[config.mk]
export PLATFORM = sky130hd
export DESIGN_NAME = mem_arbiter
export DESIGN_NICKNAME = d
export VERILOG_FILES = /design/src/rtl/mem_arbiter.sv
export SDC_FILE = /design/constraint.sdc
export NUM_CORES = 1
export LEC_CHECK = 0
export ABC_CLOCK_PERIOD_IN_PS = 2200
export CORE_AREA = 2 2 103 105
export CTS_BUF_LIST = sky130_fd_sc_hd__clkbuf_4
export CTS_CLUSTER_DIAMETER = 200
export DETAILED_ROUTE_END_ITERATION = 16
export DIE_AREA = 0 0 105 107
export PLACE_DENSITY_LB_ADDON = 0.12
export SLEW_MARGIN = 10
export SYNTH_ARGS = -nofsm -noshare
export SYNTH_HDL_FRONTEND = slang
export SYNTH_SLANG_ARGS = --single-unit
[constraint.sdc]
create_clock -name clk -period 2.2 [get_ports clk]
set_clock_uncertainty 0.1 [all_clocks]
set_input_delay 0.55 -clock clk [delete_from_list [all_inputs] [get_ports clk]]
set_output_delay 0.55 -clock clk [all_outputs]
set_load 0.05 [all_outputs]
[src/rtl/mem_arbiter.sv]
// rtl/mem_arbiter.sv - fetch/data arbiter for a single-port comb-read, sync-write memory
module mem_arbiter #(
    parameter int AWIDTH       = 32,
    parameter int DWIDTH       = 32,
    parameter int STARVE_LIMIT = 4
) (
    input  logic              clk,
    input  logic              rst,
    input  logic              i_req_valid_i,
    output logic              i_req_ready_o,
    input  logic [AWIDTH-1:0] i_addr_i,
    output logic              i_rsp_valid_o,
    output logic [DWIDTH-1:0] i_rsp_data_o,
    input  logic              d_req_valid_i,
    output logic              d_req_ready_o,
    input  logic              d_we_i,
    input  logic [AWIDTH-1:0] d_addr_i,
    input  logic [DWIDTH-1:0] d_wdata_i,
    output logic              d_rsp_valid_o,
    output logic [DWIDTH-1:0] d_rsp_data_o,
    output logic [AWIDTH-1:0] mem_addr_o,
    output logic [DWIDTH-1:0] mem_data_o,
    output logic              mem_read_en_o,
    output logic              mem_write_en_o,
    input  logic [DWIDTH-1:0] mem_data_i
);

    localparam int SW = (STARVE_LIMIT > 0) ? $clog2(STARVE_LIMIT + 1) : 1;
    localparam logic [SW-1:0] LIMIT = SW'(STARVE_LIMIT);

    logic [SW-1:0]     r_starve_cnt;
    logic              r_i_rsp_valid;
    logic [DWIDTH-1:0] r_i_rsp_data;
    logic              r_d_rsp_valid;
    logic [DWIDTH-1:0] r_d_rsp_data;

    logic w_fetch_first;
    logic w_gnt_i;
    logic w_gnt_d;

    // Data normally wins a conflict; fetch takes over once it has been denied long enough.
    assign w_fetch_first = (r_starve_cnt >= LIMIT);
    assign w_gnt_i = !rst && i_req_valid_i && (!d_req_valid_i || w_fetch_first);
    assign w_gnt_d = !rst && d_req_valid_i && (!i_req_valid_i || !w_fetch_first);

    assign i_req_ready_o = w_gnt_i;
    assign d_req_ready_o = w_gnt_d;

    always_comb begin
        mem_addr_o     = '0;
        mem_data_o     = '0;
        mem_read_en_o  = 1'b0;
        mem_write_en_o = 1'b0;
        if (w_gnt_i) begin
            mem_addr_o    = i_addr_i;
            mem_read_en_o = 1'b1;
        end else if (w_gnt_d) begin
            mem_addr_o = d_addr_i;
            if (d_we_i) begin
                mem_data_o     = d_wdata_i;
                mem_write_en_o = 1'b1;
            end else begin
                mem_read_en_o = 1'b1;
            end
        end
    end

    always_ff @(posedge clk) begin
        if (rst) begin
            r_starve_cnt  <= '0;
            r_i_rsp_valid <= 1'b0;
            r_i_rsp_data  <= '0;
            r_d_rsp_valid <= 1'b0;
            r_d_rsp_data  <= '0;
        end else begin
            r_i_rsp_valid <= w_gnt_i;
            r_d_rsp_valid <= w_gnt_d;
            if (w_gnt_i) begin
                r_i_rsp_data <= mem_data_i;
            end
            if (w_gnt_d) begin
                r_d_rsp_data <= d_we_i ? '0 : mem_data_i;
            end
            if (!i_req_valid_i || w_gnt_i) begin
                r_starve_cnt <= '0;
            end else if (w_gnt_d && (r_starve_cnt != LIMIT)) begin
                r_starve_cnt <= r_starve_cnt + SW'(1);
            end
        end
    end

    assign i_rsp_valid_o = r_i_rsp_valid;
    assign i_rsp_data_o  = r_i_rsp_data;
    assign d_rsp_valid_o = r_d_rsp_valid;
    assign d_rsp_data_o  = r_d_rsp_data;

endmodule

==> results.json <==
{
  "vias": 4240,
  "crit_buf_inv": 2,
  "tightest_slew_ns": 0.543,
  "cts_tree": "done",
  "synth_warnings": 0,
  "numCtsBuffers": 9,
  "whs_ns": 0.373,
  "first_global_vias": 4174,
  "crit_chain": "nor2b_4, nor2_4, clkbuf_16, a22o_4, buf_12",
  "grt_pass1_wl_um": 25400,
  "place_congestion": 0.906,
  "netlist_area_um2": 3340,
  "grt.total_usage_pct": 29.5,
  "core_area_um2": 10100,
  "synth_cell_types": 25,
  "maxSlewViolCount": 0,
  "status": "finished, violations left",
  "die_y_um": 107,
  "max_slew_margin_pct": 63.9,
  "worstSetupEndpointType": "output port",
  "wl_per_cell_um": 21.8,
  "seq_area_frac_synth_pct": 41.3,
  "peakVddDrop_mv": 0.397,
  "postRouteAntennaNets": 0,
  "drc_errors": 0,
  "hpwlAfterDp_um": 12600,
  "grt_max_degree": 43,
  "p_leak_nw": 3.20,
  "antennaDiodeCount": 0,
  "clock_sinks": 69,
  "setup_viol": 65,
  "syn_nets": 523,
  "fin_ws_ns": -0.0607,
  "crit_path_max_fanout": 8,
  "critPathTopFamily": "flip-flops",
  "post-route-period-util_pct": 103,
  "fin_crit_ns": 2.26,
  "final_util_pct": 74.1,
  "insertion_delay_ns": 0.41,
  "die_w_um": 105,
  "cts_htree_levels": 3,
  "wl_um": 17500,
  "power.density_nw_per_um2": 462,
  "rsz0062_at_grt": "true",
  "portBuffers": 266,
  "root_buffer": "clkbuf_4",
  "syn_inst": 388,
  "power_mw": 3.45,
  "cp.arrival_ns": 1.61,
  "final_layout_size_suffix_gt1_share_pct": 31.8,
  "drt-pass1-iter-count": 5,
  "max_stage_delay_ns": 0.38,
  "dieArea_um2": 11200,
  "startpoint_type": "flip-flop",
  "antenna_found_initial": 0,
  "overflow": 0,
  "drtIter0Drc": 150,
  "postSynthAreaPerCell_um2": 8.62,
  "io_pins": 267,
  "cp_data_required_time_ns": 1.55,
  "clockBufferDepth": 2,
  "vias_per_cell": 5.29,
  "path_class": "reg2out",
  "rows": 37,
  "maxCapViolations": 0,
  "syn2layout_area_growth_pct": 124,
  "max_freq_mhz": 442,
  "fin_nets": 796,
  "n_fill_cell": 746,
  "hold_viol": 0,
  "slowest_stage": "dfxtp_4",
  "path_clk_slew_ns": 0.11,
  "ys_seq_elements": 69,
  "start_util_pct": 33.1,
  "failed_checks": "setup timing",
  "place_ws_ns": -0.516,
  "hold_class": "reg2reg"
}
==> report_power, final <==
| part | switching [mW] | total (mW) | internal, mW |
|---|---|---|---|
| combinational | 0.748 | 1.41 | 0.661 |
| clock | 0.464 | 0.707 | 0.243 |
| sequential | 0.0298 | 1.34 | 1.31 |
==> worst reg2reg max path, cell delays in order (launching register included) <==
cell and delay [ns]:
dfxtp_4 0.38, nand2_4 0.08, nand2_4 0.07, inv_6 0.10, buf_16 0.15, buf_4 0.13
buf_4 0.23, o21ai_1 0.12
==> Yosys cell counts (all sizes together) <==
cell type,count,area [um2]
dfxtp,69,1380
o21ai,64,320
nand2b,34,213
a21oi,32,160
a22o,32,280
and2,32,200
nand3,32,160
nand4b,32,280
buf,24,155
clkbuf,19,71.3
inv,5,18.8
and4b,2,20.0
ha,2,25.0
nand2,2,12.5
nor2,2,10.0
nor2b,2,15.0
and3,1,6.26
nor4b,1,8.76
o22ai,1,6.26
==> cells by family after synthesis <==
family	after synthesis	synth area share, %
simple gates	140	27.7
buf+inv	48	7.33
compound gates	129	22.9
flops	69	41.3
fa+ha+maj	2	0.748
==> cells in the final DEF, fill, tap and decap left out, types with 10 or more instances in the layout <==
cell type	count
buf_4	39
o21ai_1	64
nand3_1	32
and2_4	32
clkbuf_4	10
nand2b_1	33
nand4b_1	32
clkdlybuf4s50_1	128
a22o_4	30
buf_12	72
dfxtp_1	68
a21oi_1	32
dlygate4sd2_1	54
==> registers in the layout, indices dropped and copies added, names as in the netlist <==
register	count
d_rsp_data_o	32
d_rsp_valid_o	1
i_rsp_data_o	32
i_rsp_valid_o	1
r_starve_cnt	3
==> routing by layer <==
metal	up-vias	global-route usage, %	share of wire, %	routed length, um
li1	1951	-	-	-
met1	2049	34.5	38	6730
met2	210	50.5	50	8720
met3	30	11.2	9.6	1680
met4	0	8.19	2.1	376
met5	-	0	0	0
==> path summary, 6_finish.rpt <==
| kind | from | endpoint | depth (start not counted) | slack (ns) |
|---|---|---|---|---|
| worst min-delay path | d_rsp_data_o[17] | d_rsp_data_o[17] | 2 | 0.37 |
| worst min register to register | d_rsp_data_o[17] | d_rsp_data_o[17] | 2 | 0.37 |
| worst max-delay path | r_starve_cnt[2] | mem_addr_o[24] | 5 | -0.06 |
| worst max register to register | r_starve_cnt[2] | d_rsp_data_o[9] | 7 | 0.75 |
==> final cells by class <==
class                      instances  area [um2]  share of cell area, %
clock inverter                     6        40.0                  0.535
inverter                           5        23.8                  0.318
timing repair buffer             305        3680                   49.2
sequential                        69        1390                   18.5
clock buffer                      10        75.1                   1.00
multi-input combinational        271        2110                   28.2
tap                              136         170                   2.28
==> per-stage QoR <==
stage | setup TNS [ns] | instances | cell area, um2
after CTS | -3.51 | 798 | 7240
after detailed placement | -32.41 | 774 | 7010
after floorplan | -0.594 | 388 | 3500
after global placement | -27.15 | 774 | 7010
final | -2.77 | 802 | 7480
after global routing | -6.71 | 802 | 7480
==> repair_timing <==
| action | CTS | global route |
|---|---|---|
| resized for setup | 101 | 21 |
| setup endpoints to repair | 121 | 66 |
| pin swaps | 15 | 22 |
| hold endpoints to repair | 0 | 0 |
| setup buffers | 6 | 0 |
| hold buffers | 0 | 0 |
| cloned | 2 | 4 |
(Power assumes the default switching activity.)
